**config.mk**
```make
export PLATFORM = sky130hd
export DESIGN_NAME = bn_range_stat
export DESIGN_NICKNAME = d
export VERILOG_FILES = /design/src/rtl/bn_pkg.sv /design/src/rtl/bn_minmax_upd.sv /design/src/rtl/bn_range_stat.sv
export SDC_FILE = /design/constraint.sdc
export NUM_CORES = 1
export LEC_CHECK = 0
export ABC_AREA = 1
export CAP_MARGIN = 30
export CORE_ASPECT_RATIO = 1.5
export CORE_UTILIZATION = 30
export CTS_CLUSTER_DIAMETER = 50
export DETAILED_ROUTE_END_ITERATION = 12
export PLACE_DENSITY = 0.56
export SYNTH_ARGS = -nofsm -noshare
export SYNTH_HDL_FRONTEND = slang
export SYNTH_HIERARCHICAL = 1
export SYNTH_SLANG_ARGS = --single-unit
```
**constraint.sdc**
```tcl
create_clock -name clk -period 8.35 [get_ports clk]
set_input_delay 2.0875 -clock clk [delete_from_list [all_inputs] [get_ports clk]]
set_output_delay 2.0875 -clock clk [all_outputs]
set_load 0.01 [all_outputs]
```
**src/rtl/bn_pkg.sv**
```systemverilog
// Shared constants for the range batch-normalization stages.
// Holds the default sample width, FSM state codes and signed-extreme helpers.
package bn_pkg;

  localparam int BN_DATA_WIDTH = 16;

  localparam logic [0:0] ST_ACCUM = 1'b0;
  localparam logic [0:0] ST_HOLD  = 1'b1;

  // Extremes of a w-bit signed number, returned sign-extended to 32 bits (w <= 32).
  function automatic logic signed [31:0] smax(input int w);
    return 32'sh7FFF_FFFF >>> (32 - w);
  endfunction

  function automatic logic signed [31:0] smin(input int w);
    return 32'sh8000_0000 >>> (32 - w);
  endfunction

endpackage

```
**src/rtl/bn_minmax_upd.sv**
```systemverilog
// Combinational signed max/min update of one sample against the running extremes.
// Zero latency; no flow control of its own.
module bn_minmax_upd #(
  parameter int DATA_WIDTH = 16
) (
  input  logic signed [DATA_WIDTH-1:0] sample,
  input  logic signed [DATA_WIDTH-1:0] cur_max,
  input  logic signed [DATA_WIDTH-1:0] cur_min,
  output logic signed [DATA_WIDTH-1:0] nxt_max,
  output logic signed [DATA_WIDTH-1:0] nxt_min
);

  assign nxt_max = (sample > cur_max) ? sample : cur_max;
  assign nxt_min = (sample < cur_min) ? sample : cur_min;

endmodule

```
**src/rtl/bn_range_stat.sv**
```systemverilog
// Batch mean/range accumulator: one result per 2**BATCH_LOG2 samples, valid 1 cycle after the last one.
// Input stalls (in_ready=0) while a result waits for out_ready; one bubble cycle per batch.
module bn_range_stat
  import bn_pkg::*;
#(
  parameter int DATA_WIDTH = BN_DATA_WIDTH,
  parameter int BATCH_LOG2 = 3
) (
  input  logic                  clk,
  input  logic                  rst_n,
  input  logic                  clear,
  input  logic                  in_valid,
  output logic                  in_ready,
  input  logic [DATA_WIDTH-1:0] in_data,
  output logic                  out_valid,
  input  logic                  out_ready,
  output logic [DATA_WIDTH-1:0] out_mean,
  output logic [DATA_WIDTH:0]   out_range
);

  localparam int SUM_W = DATA_WIDTH + BATCH_LOG2;

  localparam logic signed [31:0] SMAX32 = smax(DATA_WIDTH);
  localparam logic signed [31:0] SMIN32 = smin(DATA_WIDTH);
  localparam logic signed [DATA_WIDTH-1:0] VMAX = SMAX32[DATA_WIDTH-1:0];
  localparam logic signed [DATA_WIDTH-1:0] VMIN = SMIN32[DATA_WIDTH-1:0];

  logic [0:0]                   state;
  logic [BATCH_LOG2-1:0]        count;
  logic signed [SUM_W-1:0]      sum;
  logic signed [SUM_W-1:0]      sum_nxt;
  logic signed [DATA_WIDTH-1:0] cur_max;
  logic signed [DATA_WIDTH-1:0] cur_min;
  logic signed [DATA_WIDTH-1:0] nxt_max;
  logic signed [DATA_WIDTH-1:0] nxt_min;
  logic [DATA_WIDTH:0]          range_nxt;
  logic                         xfer;
  logic                         last;

  // Handshake outputs come straight from state, so out_ready never reaches in_ready.
  assign in_ready  = (state == ST_ACCUM);
  assign out_valid = (state == ST_HOLD);

  assign xfer = in_valid & in_ready;
  assign last = (count == {BATCH_LOG2{1'b1}});

  assign sum_nxt = sum + $signed({{BATCH_LOG2{in_data[DATA_WIDTH-1]}}, in_data});

  bn_minmax_upd #(
    .DATA_WIDTH (DATA_WIDTH)
  ) u_minmax (
    .sample  ($signed(in_data)),
    .cur_max (cur_max),
    .cur_min (cur_min),
    .nxt_max (nxt_max),
    .nxt_min (nxt_min)
  );

  // One extra bit so a full-scale spread (max - min) cannot wrap.
  assign range_nxt = {nxt_max[DATA_WIDTH-1], nxt_max} - {nxt_min[DATA_WIDTH-1], nxt_min};

  always_ff @(posedge clk or negedge rst_n) begin
    if (!rst_n) begin
      state     <= ST_ACCUM;
      count     <= '0;
      sum       <= '0;
      cur_max   <= VMIN;
      cur_min   <= VMAX;
      out_mean  <= '0;
      out_range <= '0;
    end else if (clear) begin
      state   <= ST_ACCUM;
      count   <= '0;
      sum     <= '0;
      cur_max <= VMIN;
      cur_min <= VMAX;
    end else begin
      case (state)
        ST_ACCUM: begin
          if (xfer) begin
            sum     <= sum_nxt;
            cur_max <= nxt_max;
            cur_min <= nxt_min;
            count   <= count + 1'b1;
            if (last) begin
              // Floor mean is the upper DATA_WIDTH bits of the updated sum.
              out_mean  <= sum_nxt[SUM_W-1:BATCH_LOG2];
              out_range <= range_nxt;
              state     <= ST_HOLD;
            end
          end
        end
        default: begin
          if (out_ready) begin
            state   <= ST_ACCUM;
            count   <= '0;
            sum     <= '0;
            cur_max <= VMIN;
            cur_min <= VMAX;
          end
        end
      endcase
    end
  end

endmodule

```
# ---- Yosys cells after proc, flatten, opt, wreduce, memory -nomap -nowiden
# Index checks and enable logic that the tools add are counted.
dict set report op_classes {
  bitwise 3
  mux 23
  n_eq_ne 2
  n_addsub 3
  multipliers 0
  div 0
  n_shift 0
  n_reduce_logical 3
  n_lt_le_gt_ge 2
}
# op n
set op_table {}
lappend op_table {{two-way mux 16 bit} 10}
lappend op_table {{two-way mux 19 bit} 4}
lappend op_table {{adder 19 x 16 -> 19 bit} 1}
lappend op_table {{subtractor 16 x 16 -> 17 bit} 1}
lappend op_table {{greater-than comparator 16 bit} 1}
lappend op_table {{< comparator 16 bit} 1}
lappend op_table {{two-way mux 3 bit} 4}
lappend op_table {{two-way mux 1 bit} 5}
lappend op_table {{AND reduction 4 bit} 1}
lappend op_table {{adder 3 x 1 -> 3 bit (second input constant)} 1}
lappend op_table {{== test 3 bit (second input constant)} 1}
lappend op_table {{inequality test 3 bit (second input constant)} 1}
lappend op_table {{nonzero test 3 bit} 1}
lappend op_table {{NOT 1 bit} 2}
lappend op_table {{AND reduction 2 bit} 1}
lappend op_table {{AND 1 bit} 1}
dict set report word_totals {
  ram_bits 0
  input_bits 21
  mem_bits_ro 0
  output_inout_bits 35
  regBits 88
  n_memories 0
  word_cells 43
  latchBits 0
}

# ---- Logic depth before layout (Yosys ltp)
dict set report depth {
  word_depth 5
  depth_mapped 29
  depth_no_buf 28
}

# ---- Hierarchy
# The synthesis kept the hierarchy.
# module n_inst area_per_inst_um2 cells_each
set modules_own_cells {}
lappend modules_own_cells {bn_range_stat 1 5313.8 695}
lappend modules_own_cells {bn_minmax_upd 1 1382.6 248}

# ---- Worst setup path after synthesis
# No wires, ideal clock.
dict set report synth_timing {
  path_kind {input -> register}
  from {input port in_data[15]}
  to {register out_range[14]}
  path_slack_ps 3707
  arrival_time_ps 4526
  n_path_buf 0
  setup_ps 117
  stages 19
  required_time_ps 8233
  path_cell_list {ha_1 -> a21oi_1 -> o21ai_0 -> a21oi_1 -> nand3_2 -> nand3_4 -> nand2_1 -> nand2_1 -> inv_1 -> ha_1 -> fa_1 -> o21ai_2 -> nand2_1 -> nand2_1 -> nand2_1 -> nand2_1 -> nand2_1 -> nand3_1 -> nand2_1}
}
dict set report synth_via {
  elab_chain_len 3
  elab_cells_between_ends 5
  cone_classes {add/sub: 1; order compare: 2; mux: 2}
}
# item line
set synth_lines {}
lappend synth_lines {{from (decl)} bn_range_stat.sv:14} ;# input logic [DATA_WIDTH-1:0] in_data,
lappend synth_lines {{greater-than comparator 16 bit} bn_minmax_upd.sv:13} ;# assign nxt_max = (sample > cur_max) ? sample : cur_max;
lappend synth_lines {{two-way mux 16 bit} bn_minmax_upd.sv:13}
lappend synth_lines {{via nxt_max[0]} bn_range_stat.sv:34} ;# logic signed [DATA_WIDTH-1:0] nxt_max;
lappend synth_lines {{subtractor 16 x 16 -> 17 bit} bn_range_stat.sv:60} ;# assign range_nxt = {nxt_max[DATA_WIDTH-1], nxt_max} - {nxt_min[DATA_WIDTH-1], nxt_min};
lappend synth_lines {{to (signal assigned)} bn_range_stat.sv:88} ;# out_range <= range_nxt;
lappend synth_lines {{to (decl)} bn_range_stat.sv:18} ;# output logic [DATA_WIDTH:0] out_range
# The timed path passes the listed nets, and every way through them passes these cells.
# A chain may end at the register's enable or synchronous reset.

# ---- Worst setup path after layout
dict set report layout_timing {
  from {input port in_data[15]}
  to {register out_range[16]}
}
# Same word-level chain as after synthesis.

==> metrics.log <==
INFO  metric floorplan.rows = 66
INFO  metric critical_path.n_buffers_inverters = 2
INFO  metric detail_route.vias_per_cell = 4.81
INFO  metric worst_hold_path_type = flop to flop
INFO  metric layout.nets = 1078
INFO  metric leading_cell_type_in_the_layout_fill_and_taps_excluded = sky130_fd_sc_hd__nand2_1
INFO  metric cts_made_buffers = 9
INFO  metric part_of_the_yosys_area_used_for_sequential_elements = 0.332
INFO  metric clk_root_buffer_cell = sky130_fd_sc_hd__clkbuf_16
INFO  metric antennaDiodeCount = 0
INFO  metric critical_path_slowest_stage_cell = sky130_fd_sc_hd__clkdlybuf4s50_1
INFO  metric die_x = 124 um
INFO  metric crit_path_frequent_cell = sky130_fd_sc_hd__nand2_1
INFO  metric critical_path_class = input pin to flop
INFO  metric number_of_antenna_violations_at_the_first_check_in_global_routing = 0
INFO  metric synth_top_family_by_area = simple AND/OR/NAND/NOR gates
INFO  metric maximum_number_of_pins_on_one_net_before_global_route_repair = 57
INFO  metric timing.fmax = 172 MHz
INFO  metric worst_ep_arrival_time = just over 6 ns
INFO  metric dr.first_iter.drc_count = 368
INFO  metric dr.pass1.iters = 5
INFO  metric dr_total_vias = a little over 6000
INFO  metric cp_max_fo = 17
INFO  metric timing.clock.skew = roughly 0.0069 ns
INFO  metric maxCapViolCount = 0
INFO  metric cts_htree_levels = 3
INFO  metric portBuffers = 55
INFO  metric ys_types = 38
INFO  metric synth_xor_area_frac = 0.0183
INFO  metric cts.repair_timing.setup_buffer_count = 0
INFO  metric finalMaxSlewViolations = 0
INFO  metric fin_util = 0.356
INFO  metric layout_common_cells = sky130_fd_sc_hd__nand2_1 (325), sky130_fd_sc_hd__inv_1 (114), sky130_fd_sc_hd__nand3_1 (73), sky130_fd_sc_hd__dfrtp_1 (72), sky130_fd_sc_hd__ha_1 (67)
INFO  metric p_per_area = 207 mW/mm^2
INFO  metric io-pin-count = 56
INFO  metric fillers = 2364
INFO  metric synthesis.nets = 1033
INFO  metric post_synth_inst_count = 943
INFO  metric final-setup-viol-count = 0
INFO  metric startpoint_type = input pin
INFO  metric instance_count_after_placement_with_tap_cells_included = around 1200
INFO  metric syn-mean-instance-area = 7.10 um^2
INFO  metric cp_slowest_stage_delay = 0.78 ns
INFO  metric routedWlPerCell = 14.6 um
INFO  metric hpwl = approximately 14000 um
INFO  metric clkSinkCount = roughly 90
INFO  metric final_cells = between 1000 and 1500
INFO  metric grt_overflow = 0
INFO  metric ctsResizeCount = 0
INFO  metric grt_use_total = 0.172
INFO  metric totalWireLength = 18400 um
INFO  metric final_area = around 0.0078 mm^2
INFO  metric post_cts_hold_buffer_count = 0
INFO  metric worst_ir_drop_vdd = approximately 0.00011 V
INFO  metric synth.ff_latch_count = 88
INFO  metric run_status = finished, final reports clean
INFO  metric post_synth_instance_area = roughly 0.0067 mm^2
INFO  metric setup_tns = 0 ns
INFO  metric slew_headroom = 0.415
INFO  metric totalPowerFinal = 0.00161 W
INFO  metric post-route-min-period = 5.80 ns
INFO  metric die_y = ~180 um
INFO  metric core-area = 0.0218 mm^2
INFO  metric die-area = 0.0229 mm^2
INFO  metric drive_gt1_frac = 0.0634
INFO  metric first_global_vias = roughly 6000
INFO  metric synth_simple_gate_area_share = 0.329
INFO  metric clk_latency = 0.35 ns
INFO  metric detail_route.drc_violations = 0
INFO  metric synth-compound-area-share = 0.100
INFO  metric portion_of_netlist_area_occupied_by_mux_cells = 0
INFO  metric ctsLongestPathBuffers = 2
INFO  metric ys.warnings.count = 6
INFO  metric timing.final.hold_violations = 0
INFO  metric placedInstanceArea = 0.00746 mm^2
INFO  metric initial_core_util = 0.307
INFO  metric worst_setup_path_end_kind = flop
INFO  metric power_leakage = between 4 and 5 nW
INFO  metric critPathTopFamily = simple AND/OR/NAND/NOR gates
INFO  metric tritoncts = yes
INFO  metric antenna_violating_nets_post_route = 0
INFO  metric worstPathRequired = 8.59 ns
INFO  metric area_delta_synth_final = 15.8%
INFO  metric globalplace.congestion = 0.851
INFO  metric synth-edff-count = 0
INFO  metric postSynth.asyncResetShare = 1.00
INFO  metric crit_path_cell_trace = clkdlybuf4s50_1 -> ha_1 -> nand2_1 -> o21ai_0 -> a21oi_1 -> nand3_2 -> nand3_4 -> nand2_1 -> nand2_1 -> inv_1 -> ha_1 -> fa_1 -> o21ai_2 -> nand2_1 -> nand2_1 -> nand2_1 -> nand3_1 -> nand2_1 -> nand2_1 -> nand2_1
INFO  metric clk_pin_slew_worst_paths = 0.06 ns
INFO  metric synthFlopType = sky130_fd_sc_hd__dfrtp_1
INFO  metric grt_pass1_wl = 30400 um
INFO  metric rsz0062_at_grt = no
INFO  metric synth-adder-area-share = 0.131
INFO  metric worstMarginPinSlew = roughly 0.88 ns
INFO  metric final.period_utilization = 0.695
## kinds of logic (layout without fill, tap and decap cells)
logic type | after synthesis | count (layout)
and+or+nand+nor | 513 | 513
buffers and inverters | 146 | 196
AOI/OAI and AO/OA | 113 | 113
DFF | 88 | 88
adders and majority gates | 69 | 69
xor gates and xnor gates | 14 | 14
## through the flow
stage / hold slack [ns] / worst slack [ns]
floorplan: 0.450 / 3.71
CTS: 0.484 / 2.64
global placement: 0.462 / 2.37
finish: 0.480 / 2.55
global route: 0.501 / 2.36
detailed placement: 0.466 / 2.27
## routing by layer
layer  track usage  up-vias  wire (um)
met5             0        -          0
met4        0.0614        0        443
met3        0.0246       24        558
met2         0.303      102       9390
met1         0.210     2824       8050
li1              -     3137          -
## tightest hold or removal path: cells and delay by family, from the launching register on
| family | cells | cell delay, ns |
|---|---|---|
| DFF | 1 | 0.34 |
| and+or+nand+nor | 2 | 0.11 |
## layout make-up
type | instances | area (um^2) | share of cell area
clock inverter | 3 | 41.3 | 0.00532
sequential | 88 | 2220 | 0.286
inverter | 122 | 458 | 0.0590
clock buffer | 13 | 250 | 0.0323
timing repair buffer | 58 | 571 | 0.0736
multi-input combinational | 709 | 3870 | 0.499
tap | 272 | 340 | 0.0439
## registers in the layout, summed over array words and instances, names as in the netlist
name / count
count: 3
cur_max: 16
out_valid: 1
sum: 19
out_range: 17
cur_min: 16
out_mean: 16
## report_power, final
group | switching, W | leakage, nW | internal, W | total, W
combinational | 0.000439 | 2.94 | 0.000252 | 0.000691
sequential | 0.0000291 | 1.14 | 0.000473 | 0.000502
clock | 0.000174 | 0.137 | 0.000240 | 0.000414
total | 0.000642 | 4.21 | 0.000964 | 0.00161
## Yosys cell counts, types with 6 or more instances
master                     number  area, um^2
sky130_fd_sc_hd__nand2_2        7        43.8
sky130_fd_sc_hd__inv_1        114         428
sky130_fd_sc_hd__a22o_1        17         149
sky130_fd_sc_hd__xor2_1         6        52.6
sky130_fd_sc_hd__o21ai_0       21         105
sky130_fd_sc_hd__ha_1          67         838
sky130_fd_sc_hd__o21ai_1       11        55.1
sky130_fd_sc_hd__a21oi_1       51         255
sky130_fd_sc_hd__buf_4          7        52.6
sky130_fd_sc_hd__dfstp_2       16         420
sky130_fd_sc_hd__inv_2          8        30.0
sky130_fd_sc_hd__nor2_1        61         229
sky130_fd_sc_hd__nand3b_1       6        45.0
sky130_fd_sc_hd__nand4_1       22         138
sky130_fd_sc_hd__buf_2         15        75.1
sky130_fd_sc_hd__xnor2_1        8        70.1
sky130_fd_sc_hd__dfrtp_1       72        1800
sky130_fd_sc_hd__nand3_1       73         365
sky130_fd_sc_hd__nand2_1      325        1220
## final timing paths
check | start | depth (start not counted) | slack (ns) | end
setup / recovery | in_data[15] | 20 | 2.55 | out_range[16]
hold / removal | out_range[13] | 2 | 0.48 | out_range[13]
setup reg to reg | cur_max[15] | 20 | 4.48 | out_range[16]
hold reg to reg | out_range[13] | 2 | 0.48 | out_range[13]
max in group asynchronous | rst_n | 2 | 5.55 | sum[3]
min in group asynchronous | rst_n | 1 | 1.67 | out_range[16]
(Power assumes the default switching activity.)
